<file path="src/rtl/core_pkg.sv">
// Shared constants, instruction field positions and sequencer state
// encoding for the core instruction sequencer.
package core_pkg;

    // Array / tile geometry
    localparam int ROW      = 8;
    localparam int COL      = 8;
    localparam int LEN_NIJ  = 36;
    localparam int LEN_ONIJ = 16;
    localparam int LEN_KIJ  = 9;
    localparam int GAP_CYC  = 11;

    // Counter and bus widths
    localparam int ADDR_W = 11;
    localparam int CYC_W  = 7;
    localparam int KIJ_W  = 4;
    localparam int ONIJ_W = 4;
    localparam int INST_W = 35;

    // xmem base addresses
    localparam logic [ADDR_W-1:0] W_BASE = 11'h400;
    localparam logic [ADDR_W-1:0] A_BASE = 11'h000;

    // inst bit positions (address fields give their LSB)
    localparam int INST_BYPASS   = 34;
    localparam int INST_ACC      = 33;
    localparam int INST_CEN_PMEM = 32;
    localparam int INST_WEN_PMEM = 31;
    localparam int INST_A_PMEM   = 20;
    localparam int INST_CEN_XMEM = 19;
    localparam int INST_WEN_XMEM = 18;
    localparam int INST_A_XMEM   = 7;
    localparam int INST_OFIFO_RD = 6;
    localparam int INST_IFIFO_WR = 5;
    localparam int INST_IFIFO_RD = 4;
    localparam int INST_L0_RD    = 3;
    localparam int INST_L0_WR    = 2;
    localparam int INST_EXECUTE  = 1;
    localparam int INST_LOAD     = 0;

    // All memory enables deasserted, every strobe low
    localparam logic [INST_W-1:0] INST_IDLE = 35'h1_800C_0000;

    typedef enum logic [3:0] {
        S_IDLE,
        S_W_L0,
        S_K_LOAD,
        S_GAP,
        S_A_L0,
        S_EXEC,
        S_DRAIN,
        S_ACC,
        S_ACC_END,
        S_DONE
    } seq_state_e;

    // xmem -> L0 streaming address: climbs from base, then holds on the
    // last vector while the final L0 write completes.
    function automatic logic [ADDR_W-1:0] ramp_addr(
        input logic [ADDR_W-1:0] base,
        input logic [CYC_W-1:0]  cyc,
        input logic [CYC_W-1:0]  last
    );
        logic [CYC_W-1:0] step;
        step = (cyc > last) ? last : cyc;
        return base + ADDR_W'(step);
    endfunction

endpackage

</file>
<file path="src/rtl/core_seq_ctrl_if.sv">
// Handshake/status bundle between the host side and the sequencer.
// master: drives start/ofifo_valid; slave: drives inst and status.
interface core_seq_ctrl_if;
    import core_pkg::*;

    logic              start;
    logic              ofifo_valid;
    logic [INST_W-1:0] inst;
    logic              busy;
    logic              done;
    logic              out_valid;
    logic [ONIJ_W-1:0] onij_idx;

    modport master (
        output start,
        output ofifo_valid,
        input  inst,
        input  busy,
        input  done,
        input  out_valid,
        input  onij_idx
    );

    modport slave (
        input  start,
        input  ofifo_valid,
        output inst,
        output busy,
        output done,
        output out_valid,
        output onij_idx
    );

endinterface

</file>
<file path="src/rtl/pmem_addr_gen.sv">
// Combinational pmem address: block*LEN_ONIJ + offset.
// Ports: acc_mode selects ACC (block=j from cyc, offset=onij) vs DRAIN
// (block=kij, offset=cnt from cyc); addr is the 11-bit A_pmem value.
module pmem_addr_gen
    import core_pkg::*;
(
    input  logic              acc_mode,
    input  logic [KIJ_W-1:0]  kij,
    input  logic [ONIJ_W-1:0] onij,
    input  logic [3:0]        cnt,
    output logic [ADDR_W-1:0] addr
);

    logic [3:0] blk;
    logic [3:0] ofs;

    always_comb begin
        blk = kij;
        ofs = cnt;
        if (acc_mode) begin
            blk = cnt;
            ofs = onij;
        end
    end

    assign addr = ADDR_W'(blk) * ADDR_W'(LEN_ONIJ) + ADDR_W'(ofs);

endmodule

</file>
<file path="src/rtl/core_seq_ctrl.sv">
// Tile sequencer for core: emits one registered 35-bit inst per cycle.
// Ports: clk, reset (async active-low), bus (slave side of the bundle).
module core_seq_ctrl
    import core_pkg::*;
(
    input  logic           clk,
    input  logic           reset,
    core_seq_ctrl_if.slave bus
);

    localparam logic [CYC_W-1:0] C_COL     = CYC_W'(COL);
    localparam logic [CYC_W-1:0] C_COL_M1  = CYC_W'(COL - 1);
    localparam logic [CYC_W-1:0] C_ROW     = CYC_W'(ROW);
    localparam logic [CYC_W-1:0] C_KL_LAST = CYC_W'(ROW + COL - 1);
    localparam logic [CYC_W-1:0] C_GP_LAST = CYC_W'(GAP_CYC - 1);
    localparam logic [CYC_W-1:0] C_NIJ     = CYC_W'(LEN_NIJ);
    localparam logic [CYC_W-1:0] C_NIJ_M1  = CYC_W'(LEN_NIJ - 1);
    localparam logic [CYC_W-1:0] C_EX_LAST = CYC_W'(ROW + COL + LEN_NIJ - 1);
    localparam logic [CYC_W-1:0] C_DR_LAST = CYC_W'(LEN_ONIJ - 1);
    localparam logic [CYC_W-1:0] C_AC_LAST = CYC_W'(LEN_KIJ - 1);
    localparam logic [CYC_W-1:0] C_AE_LAST = CYC_W'(2);

    localparam logic [KIJ_W-1:0]  KIJ_LAST  = KIJ_W'(LEN_KIJ - 1);
    localparam logic [ONIJ_W-1:0] ONIJ_LAST = ONIJ_W'(LEN_ONIJ - 1);

    seq_state_e        state_q, state_d;
    logic [CYC_W-1:0]  cyc_q, cyc_d;
    logic [KIJ_W-1:0]  kij_q, kij_d;
    logic [ONIJ_W-1:0] onij_q, onij_d;
    logic [INST_W-1:0] inst_q, inst_d;
    logic              out_valid_q, out_valid_d;
    logic [ONIJ_W-1:0] onij_idx_q, onij_idx_d;

    logic [ADDR_W-1:0] pmem_addr;

    pmem_addr_gen u_pmem_addr_gen (
        .acc_mode (state_q == S_ACC),
        .kij      (kij_q),
        .onij     (onij_q),
        .cnt      (cyc_q[3:0]),
        .addr     (pmem_addr)
    );

    always_ff @(posedge clk or negedge reset) begin
        if (!reset) begin
            state_q     <= S_IDLE;
            cyc_q       <= '0;
            kij_q       <= '0;
            onij_q      <= '0;
            inst_q      <= INST_IDLE;
            out_valid_q <= 1'b0;
            onij_idx_q  <= '0;
        end else begin
            state_q     <= state_d;
            cyc_q       <= cyc_d;
            kij_q       <= kij_d;
            onij_q      <= onij_d;
            inst_q      <= inst_d;
            out_valid_q <= out_valid_d;
            onij_idx_q  <= onij_idx_d;
        end
    end

    always_comb begin
        state_d     = state_q;
        cyc_d       = cyc_q;
        kij_d       = kij_q;
        onij_d      = onij_q;
        inst_d      = INST_IDLE;
        out_valid_d = 1'b0;
        onij_idx_d  = onij_idx_q;

        inst_d[INST_IFIFO_WR] = 1'b0;
        inst_d[INST_IFIFO_RD] = 1'b0;

        unique case (state_q)
            S_IDLE: begin
                if (bus.start) begin
                    state_d = S_W_L0;
                    cyc_d   = '0;
                    kij_d   = '0;
                    onij_d  = '0;
                end
            end

            S_W_L0: begin
                inst_d[INST_CEN_XMEM] = 1'b0;
                inst_d[INST_A_XMEM +: ADDR_W] =
                    ramp_addr(W_BASE, cyc_q, C_COL_M1);
                // first cycle only issues the xmem read
                inst_d[INST_L0_WR] = (cyc_q != '0);
                if (cyc_q == C_COL) begin
                    state_d = S_K_LOAD;
                    cyc_d   = '0;
                end else begin
                    cyc_d = cyc_q + 1'b1;
                end
            end

            S_K_LOAD: begin
                inst_d[INST_LOAD]  = 1'b1;
                inst_d[INST_L0_RD] = (cyc_q < C_ROW);
                if (cyc_q == C_KL_LAST) begin
                    state_d = S_GAP;
                    cyc_d   = '0;
                end else begin
                    cyc_d = cyc_q + 1'b1;
                end
            end

            S_GAP: begin
                if (cyc_q == C_GP_LAST) begin
                    state_d = S_A_L0;
                    cyc_d   = '0;
                end else begin
                    cyc_d = cyc_q + 1'b1;
                end
            end

            S_A_L0: begin
                inst_d[INST_CEN_XMEM] = (cyc_q == C_NIJ);
                inst_d[INST_A_XMEM +: ADDR_W] =
                    ramp_addr(A_BASE, cyc_q, C_NIJ_M1);
                inst_d[INST_L0_WR] = (cyc_q != '0);
                if (cyc_q == C_NIJ) begin
                    state_d = S_EXEC;
                    cyc_d   = '0;
                end else begin
                    cyc_d = cyc_q + 1'b1;
                end
            end

            S_EXEC: begin
                inst_d[INST_EXECUTE] = 1'b1;
                inst_d[INST_L0_RD]   = 1'b1;
                if (cyc_q == C_EX_LAST) begin
                    state_d = S_DRAIN;
                    cyc_d   = '0;
                end else begin
                    cyc_d = cyc_q + 1'b1;
                end
            end

            S_DRAIN: begin
                inst_d[INST_BYPASS] = 1'b1;
                // cyc_q counts completed pmem writes for this kij
                if (bus.ofifo_valid) begin
                    inst_d[INST_OFIFO_RD]           = 1'b1;
                    inst_d[INST_CEN_PMEM]           = 1'b0;
                    inst_d[INST_WEN_PMEM]           = 1'b0;
                    inst_d[INST_A_PMEM +: ADDR_W]   = pmem_addr;
                    if (cyc_q == C_DR_LAST) begin
                        cyc_d = '0;
                        if (kij_q == KIJ_LAST) begin
                            state_d = S_ACC;
                            onij_d  = '0;
                        end else begin
                            state_d = S_W_L0;
                            kij_d   = kij_q + 1'b1;
                        end
                    end else begin
                        cyc_d = cyc_q + 1'b1;
                    end
                end
            end

            S_ACC: begin
                // cyc_q walks the kij partial sums of pixel onij_q
                inst_d[INST_ACC]              = 1'b1;
                inst_d[INST_CEN_PMEM]         = 1'b0;
                inst_d[INST_A_PMEM +: ADDR_W] = pmem_addr;
                if (cyc_q == C_AC_LAST) begin
                    state_d = S_ACC_END;
                    cyc_d   = '0;
                end else begin
                    cyc_d = cyc_q + 1'b1;
                end
            end

            S_ACC_END: begin
                // idle word drops acc, letting the SFU apply ReLU and flush
                if (cyc_q == C_AE_LAST) begin
                    out_valid_d = 1'b1;
                    onij_idx_d  = onij_q;
                    cyc_d       = '0;
                    if (onij_q == ONIJ_LAST) begin
                        state_d = S_DONE;
                    end else begin
                        state_d = S_ACC;
                        onij_d  = onij_q + 1'b1;
                    end
                end else begin
                    cyc_d = cyc_q + 1'b1;
                end
            end

            S_DONE: begin
                state_d = S_IDLE;
            end

            default: begin
                state_d = S_IDLE;
            end
        endcase
    end

    assign bus.inst      = inst_q;
    assign bus.busy      = (state_q != S_IDLE) && (state_q != S_DONE);
    assign bus.done      = (state_q == S_DONE);
    assign bus.out_valid = out_valid_q;
    assign bus.onij_idx  = onij_idx_q;

endmodule

</file>
<file path="src/flat_wrapper.sv">
// flat-port wrapper written by rule: the top's interface ports become plain ports
module core_seq_ctrl_flat import core_pkg::*;
  (clk, reset, bus_start, bus_ofifo_valid, bus_inst, bus_busy, bus_done, bus_out_valid, bus_onij_idx);
  core_seq_ctrl_if bus_i ();
  input  logic clk;
  input  logic reset;
  input wire logic [$bits(bus_i.start)-1:0] bus_start;
  input wire logic [$bits(bus_i.ofifo_valid)-1:0] bus_ofifo_valid;
  output wire logic [$bits(bus_i.inst)-1:0] bus_inst;
  output wire logic [$bits(bus_i.busy)-1:0] bus_busy;
  output wire logic [$bits(bus_i.done)-1:0] bus_done;
  output wire logic [$bits(bus_i.out_valid)-1:0] bus_out_valid;
  output wire logic [$bits(bus_i.onij_idx)-1:0] bus_onij_idx;
  assign bus_i.start = bus_start;
  assign bus_i.ofifo_valid = bus_ofifo_valid;
  assign bus_inst = bus_i.inst;
  assign bus_busy = bus_i.busy;
  assign bus_done = bus_i.done;
  assign bus_out_valid = bus_i.out_valid;
  assign bus_onij_idx = bus_i.onij_idx;
  core_seq_ctrl u_core (.clk(clk), .reset(reset), .bus(bus_i));
endmodule
</file>
<file path="config.mk">
export PLATFORM = sky130hd
export DESIGN_NAME = core_seq_ctrl_flat
export DESIGN_NICKNAME = d
export VERILOG_FILES = /design/src/rtl/core_pkg.sv /design/src/rtl/core_seq_ctrl_if.sv /design/src/rtl/pmem_addr_gen.sv /design/src/rtl/core_seq_ctrl.sv /design/src/flat_wrapper.sv
export SDC_FILE = /design/constraint.sdc
export NUM_CORES = 1
export LEC_CHECK = 0
export CAP_MARGIN = 25
export CORE_MARGIN = 2
export CORE_UTILIZATION = 31
export CTS_BUF_LIST = sky130_fd_sc_hd__clkbuf_8 sky130_fd_sc_hd__clkbuf_16
export CTS_CLUSTER_DIAMETER = 120
export DETAILED_ROUTE_END_ITERATION = 10
export HOLD_SLACK_MARGIN = 0.08
export MAX_ROUTING_LAYER = met4
export PLACE_DENSITY = 0.62
export SYNTH_ARGS = -nofsm -noshare
export SYNTH_HDL_FRONTEND = slang
export SYNTH_SLANG_ARGS = --single-unit
</file>
<file path="constraint.sdc">
create_clock -name clk -period 5.2 [get_ports clk]
set_input_delay 0.78 -clock clk [delete_from_list [all_inputs] [get_ports clk]]
set_output_delay 0.78 -clock clk [all_outputs]
set_load 0.03 [all_outputs]
</file>
== After elaboration in Yosys (flattened, before gate mapping) ==
Cells that the tools add are included.

* Flip-flop bits (word level): 56
* Bits of input ports: 4
* Output and inout port bits: 42

* $add $sub $neg: 5
* Magnitude comparators: 3
* Equality and inequality tests: 31
* Muxes and demuxes: 53
* Reduce and logical (&&, ||, !) cells: 14

{| class="wikitable"
|+ Operators by type and width
! kind !! number
|-
| 4-bit 2-to-1 mux || 22
|-
| 7-bit 2-to-1 mux || 10
|-
| 7-bit one-hot mux with 8 select lines || 1
|-
| 11-bit one-hot mux with 2 select lines || 2
|-
| 4-bit one-hot mux with 9 select lines || 1
|-
| 7-bit by 4-bit equality test with 1-bit output (second input constant) || 3
|-
| 2-bit by 1-bit inequality test with 1-bit output (second input constant) || 9
|-
| 4-bit by 3-bit equality test with 1-bit output (second input constant) || 4
|-
| 4-bit equality test (second input constant) || 4
|-
| 7-bit by 6-bit equality test with 1-bit output (second input constant) || 2
|-
| 13-bit 2-to-1 mux || 1
|-
| 4-bit one-hot mux with 3 select lines || 1
|-
| 11-bit by 7-bit adder with 11-bit output (first input constant) || 1
|-
| 1-bit 2-to-1 mux || 10
|-
| 10-bit AND reduction || 1
|-
| 8-bit by 4-bit adder with 9-bit output || 1
|-
| 4-bit by 1-bit adder with 4-bit output (second input constant) || 2
|-
| 4-bit by 2-bit equality test with 1-bit output (second input constant) || 2
|-
| 2-bit inequality test (second input constant) || 4
|-
| 4-bit one-hot mux with 2 select lines || 1
|-
| 8-bit nonzero test || 1
|-
| 7-bit by 1-bit adder with 7-bit output (second input constant) || 1
|-
| 7-bit by 2-bit equality test with 1-bit output (second input constant) || 1
|-
| 7-bit by 3-bit greater-than comparator with 1-bit output (second input constant) || 1
|-
| other kinds (17) || 20
|}

== Longest topological paths before layout ==
* Depth in word-level cells: 5
* Mapped depth: 7
* Mapped depth without buffers: 7

== By module ==
Synthesis repeated with hierarchy kept, for this count alone.

* Cells, all modules: 289
* Area, all modules: 2,813.9 sq um

{| class="wikitable"
|+ Modules (own cells, without submodules)
! module !! instances !! cells each !! area each (sq um) !! sequential area each (sq um)
|-
| core_seq_ctrl || 1 || 276 || 2,656.3 || 1,330.0
|-
| pmem_addr_gen || 1 || 13 || 157.7 || 0.0
|}

== Worst setup path after synthesis ==
OpenSTA, ideal clock, no wires.

* Path type: reg2out
* Start: register u_core.state_q[1]
* End: output port bus_busy
* Arrival: 2,275 ps
* Data required time: 4,420 ps
* Path slack: 2,145 ps
* Stages on the path, launching flop included: 5
* Buffers on the path: 2
* Cell sequence: dfrtp_1 > buf_4 > clkbuf_1 > nor4b_1 > nor2_1

* Word-level cells in the longest chain between the ends: 2
* Elaborated cells between the ends (all ways): 3

{| class="wikitable"
|+ Ends and longest elaborated chain
! element !! RTL line !! RTL
|-
| start: declaration || core_seq_ctrl.sv:26 || <nowiki>seq_state_e state_q, state_d;</nowiki>
|-
| start signal: assignment || core_seq_ctrl.sv:54 || <nowiki>state_q <= state_d;</nowiki>
|-
| 4-bit inequality test / 4-bit nonzero test (equally long branches) || core_seq_ctrl.sv:208 || <nowiki>assign bus.busy = (state_q != S_IDLE) && (state_q != S_DONE);</nowiki>
|-
| 1-bit logical AND * || core_seq_ctrl.sv:208 ||
|-
| end: declaration || flat_wrapper.sv:10 || <nowiki>output wire logic [$bits(bus_i.busy)-1:0] bus_busy;</nowiki>
|}

Every way passes the cells marked *; elsewhere a longest branch is shown, timed or not.

== Final worst setup path ==
* Start: register u_core.state_q[0]
* End: output port bus_done

* Word-level cells in the longest chain between the ends: 1

{| class="wikitable"
|+ Ends and longest elaborated chain
! element !! RTL line !! RTL
|-
| 4-bit equality test || core_seq_ctrl.sv:209 || <nowiki>assign bus.done = (state_q == S_DONE);</nowiki>
|-
| end: declaration || flat_wrapper.sv:11 || <nowiki>output wire logic [$bits(bus_i.done)-1:0] bus_done;</nowiki>
|}

No other way between the ends.

==> run_summary.xml <==
<?xml version="1.0" encoding="UTF-8"?>
<metrics>
  <group name="timing">
    <metric name="grt_setup_unrepaired" unit="">false</metric>
    <metric name="final_period_demand_of_the_worst_path" unit="ns">3.12</metric>
    <metric name="worst_slew_pin_slew" unit="ns">0.816</metric>
    <metric name="setup_total_negative_slack" unit="ns">0</metric>
    <metric name="final-hold-violation-count" unit="">0</metric>
    <metric name="final_max_slew_viol_count" unit="">0</metric>
    <metric name="max-slew-margin-rel" unit="%">44.9</metric>
    <metric name="fmax" unit="GHz">0.321</metric>
    <metric name="final.hold.worst_slack" unit="ns">0.483</metric>
    <metric name="report.final.setup_viol" unit="">0</metric>
    <metric name="final.setup.worst_slack" unit="ns">2.08</metric>
    <metric name="clock_skew" unit="ns">0.00828</metric>
    <metric name="final.period_utilization" unit="%">59.9</metric>
  </group>
  <group name="hold_path">
    <metric name="worst_hold_path.endpoint" unit="">u_core.bus.onij_idx[0]</metric>
    <metric name="hp-class" unit="">flop to flop</metric>
    <metric name="worstHoldPathCells" unit="">2</metric>
    <metric name="origin_of_the_worst_min_delay_path" unit="">u_core.bus.onij_idx[0]</metric>
  </group>
  <group name="floorplanning">
    <metric name="placeable_core_region" unit="mm^2">0.00864</metric>
    <metric name="initial_utilization" unit="%">31.6</metric>
    <metric name="die_w" unit="um">97.8</metric>
    <metric name="die_height" unit="um">97.8</metric>
    <metric name="design.die.area" unit="mm^2">0.00956</metric>
    <metric name="rows" unit="">34</metric>
    <metric name="num_io_pins" unit="">46</metric>
  </group>
  <group name="route">
    <metric name="drt_first_pass_iters" unit="">5</metric>
    <metric name="detailroute.via_count" unit="">2231</metric>
    <metric name="drt-vias-per-instance" unit="">5.35</metric>
    <metric name="drc" unit="">0</metric>
    <metric name="drt_first_iter_violations" unit="">175</metric>
    <metric name="final_antenna_net_count" unit="">0</metric>
    <metric name="wirelength" unit="mm">6.27</metric>
    <metric name="avgRoutedWirePerCell" unit="um">15.0</metric>
  </group>
  <group name="critical_path">
    <metric name="rr_startpoint" unit="">u_core.cyc_q[0]</metric>
    <metric name="critical_path.slowest_cell" unit="">sky130_fd_sc_hd__clkdlybuf4s50_1</metric>
    <metric name="r2r-end" unit="">u_core.cyc_q[1]</metric>
    <metric name="r2r_setup_slack" unit="ns">2.58</metric>
    <metric name="worstPathMaxFanout" unit="">17</metric>
    <metric name="worst-endpoint-required" unit="ns">4.42</metric>
    <metric name="reg2reg_depth" unit="">7</metric>
    <metric name="path_class" unit="">flop to output pin</metric>
    <metric name="worst_setup_path_end_kind" unit="">output pin</metric>
    <metric name="crit_arrival" unit="ns">2.34</metric>
    <metric name="cp_slowest_stage_delay" unit="ns">0.75</metric>
    <metric name="critPathTopFamily" unit="">buffers and inverters</metric>
    <metric name="path_buf_inv" unit="">2</metric>
    <metric name="start_kind" unit="">flop</metric>
    <metric name="critical_path.cell_chain" unit="">inv_1 &gt; nor4b_1 &gt; clkdlybuf4s50_1</metric>
  </group>
  <group name="power_and_ir_drop">
    <metric name="power.ir.vdd_worst" unit="mV">0.217</metric>
    <metric name="total_leakage_power" unit="nW">1.44</metric>
    <metric name="power-per-cell-area" unit="mW/mm^2">458</metric>
  </group>
  <group name="clock_tree">
    <metric name="tritoncts" unit="">built</metric>
    <metric name="cts_resized" unit="">0</metric>
    <metric name="cts.htree.levels" unit="">2</metric>
    <metric name="hold_buffers" unit="">0</metric>
    <metric name="clock_insertion_delay_worst_skew" unit="ns">0.30</metric>
    <metric name="cts_inserted_buffers" unit="">5</metric>
    <metric name="cts-root-to-sink-buffers" unit="">2</metric>
    <metric name="root_buffer" unit="">sky130_fd_sc_hd__clkbuf_8</metric>
    <metric name="numClockSinks" unit="">50</metric>
    <metric name="register_clock_pin_slew_on_the_reported_worst_setup_and_hold_paths" unit="ns">0.09</metric>
    <metric name="cts.repair_timing.setup_buffer_count" unit="">0</metric>
  </group>
  <group name="grt">
    <metric name="groute.layer.met3.usage" unit="%">2.58</metric>
    <metric name="largest_net_degree_at_the_start_of_global_routing" unit="">51</metric>
    <metric name="globalRouteOverflowTotal" unit="">0</metric>
    <metric name="fraction_of_met1_tracks_used_by_global_routing" unit="%">21.6</metric>
    <metric name="grt.met2_usage" unit="%">19.0</metric>
    <metric name="global_route_wire_length_before_repair" unit="mm">10.6</metric>
    <metric name="antenna_violations_before_repair" unit="">0</metric>
    <metric name="grt_pass1_vias" unit="">2018</metric>
    <metric name="grt_usage" unit="%">14.0</metric>
    <metric name="grt_most_used_layer" unit="">met1</metric>
  </group>
  <group name="yosys">
    <metric name="yosysSeqAreaShare" unit="%">46.0</metric>
    <metric name="synthesis.instances" unit="">280</metric>
    <metric name="post-synth-top-area-cell" unit="">sky130_fd_sc_hd__dfrtp_1</metric>
    <metric name="synth_seq_cells" unit="">50</metric>
    <metric name="synthesis.yosys.warnings" unit="">0</metric>
    <metric name="synth_common_cells" unit="">sky130_fd_sc_hd__dfrtp_1, sky130_fd_sc_hd__nand2_1, sky130_fd_sc_hd__o21ai_0</metric>
    <metric name="synth_area" unit="mm^2">0.00273</metric>
    <metric name="asyncSetResetFlopFracSynth" unit="%">100</metric>
    <metric name="post_synth_num_cell_types" unit="">62</metric>
    <metric name="synth_area_per_cell" unit="um^2">9.74</metric>
    <metric name="synth_edf_count" unit="">0</metric>
    <metric name="netlist_top_cells_area" unit="">sky130_fd_sc_hd__dfrtp_1, sky130_fd_sc_hd__nand2_1, sky130_fd_sc_hd__o21ai_0</metric>
    <metric name="post-synth-top-area-fraction" unit="%">43.1</metric>
    <metric name="synth.most_common_cell" unit="">sky130_fd_sc_hd__dfrtp_1</metric>
    <metric name="primary_ff_master_synth" unit="">sky130_fd_sc_hd__dfrtp_1</metric>
  </group>
  <group name="final_layout">
    <metric name="area_delta_synth_final" unit="%">17.0</metric>
    <metric name="filler_cell_count" unit="">879</metric>
    <metric name="utilization" unit="%">36.9</metric>
    <metric name="antennaDiodeCount" unit="">0</metric>
    <metric name="drive_above_1_share" unit="%">8.41</metric>
    <metric name="fin_nets" unit="">319</metric>
  </group>
  <group name="run">
    <metric name="maxCapViolCount" unit="">0</metric>
  </group>
  <group name="placement">
    <metric name="place.detailed.hpwl" unit="mm">4.47</metric>
    <metric name="dp_slack" unit="ns">2.43</metric>
    <metric name="finalWeightedCongestion" unit="">0.931</metric>
    <metric name="io_buffers" unit="">36</metric>
  </group>
  <group name="outcome">
    <metric name="status" unit="">completed</metric>
  </group>
</metrics>
## layout by cell type, fill, tap and decap left out, drive strengths merged, types with 3 or more instances in the layout
cell	count
nand4	8
nand3	13
nor2	17
o31ai	4
dfrtp	47
and2	3
and3	4
a22oi	5
inv	12
a21o	6
a21oi	3
nand2b	4
conb	10
ha	6
dfstp	3
nor4b	5
nand2	36
o2bb2ai	4
a22o	4
clkdlybuf4s50	35
nor3	6
o21ai	27
nor4	4
clkbuf	5
## cell type report
| type | count | area (um^2) | share of cell area, % |
|---|---|---|---|
| Timing Repair Buffer | 37 | 363 | 11.4 |
| Sequential cell | 50 | 1250 | 39.3 |
| Clock buffer | 5 | 68.8 | 2.16 |
| Tap cell | 108 | 135 | 4.24 |
| Clock inverter | 2 | 15.0 | 0.471 |
| Multi-Input combinational cell | 203 | 1310 | 41.0 |
| Inverter | 12 | 45.0 | 1.41 |
## worst max-delay path by stage
stage / startpoint / endpoint / depth (start not counted)
2_1_floorplan: u_core.state_q[1] / bus_busy / 4
3_5_place_dp: bus_ofifo_valid / u_core.onij_q[2] / 6
4_1_cts: u_core.state_q[0] / bus_done / 3
3_3_place_gp: bus_ofifo_valid / u_core.onij_q[2] / 6
5_1_grt: u_core.state_q[0] / bus_done / 3
6_report: u_core.state_q[0] / bus_done / 3
## cell families after synthesis
logic type               synth area share (%)
buffers and inverters                    7.11
multiplexers                            0.367
adder cells (fa/ha/maj)                  2.75
flip-flops                               46.0
AO/OA/AOI/OAI                            18.3
other                                   0.275
AND/OR/NAND/NOR                          24.9
XOR/XNOR                                0.321
## per-layer routing
metal	wire length, um	share of wire, %
met5	0	0
met3	414	6.6
met2	2770	44
met1	3020	48
met4	70	1.1
## through the flow
stage | cells | instance area, um^2 | total power, mW
after floorplan | 288 | 2760 | 1.05
after global placement | 410 | 3110 | 1.24
after detailed placement | 410 | 3110 | 1.24
after CTS | 417 | 3190 | 1.47
after global routing | 417 | 3190 | 1.57
final | 417 | 3190 | 1.46
## tightest hold or removal path, delay by kind of cell, from the launching register on
| family | cells | cell delay (ns) |
|---|---|---|
| AND/OR/NAND/NOR | 2 | 0.10 |
| flip-flops | 1 | 0.35 |
## power by group
part | switching (mW) | internal (mW)
combinational | 0.422 | 0.262
clock | 0.125 | 0.0920
sequential | 0.106 | 0.453
## state kept, by name, summed over array words and instances, names as in the netlist
| register | count |
|---|---|
| u_core.bus.inst | 26 |
| u_core.cyc_q | 7 |
| u_core.bus.onij_idx | 4 |
| u_core.kij_q | 4 |
| u_core.onij_q | 4 |
| u_core.state_q | 4 |
| u_core.bus.out_valid | 1 |
Note: power is estimated with default switching activity, not from simulation.
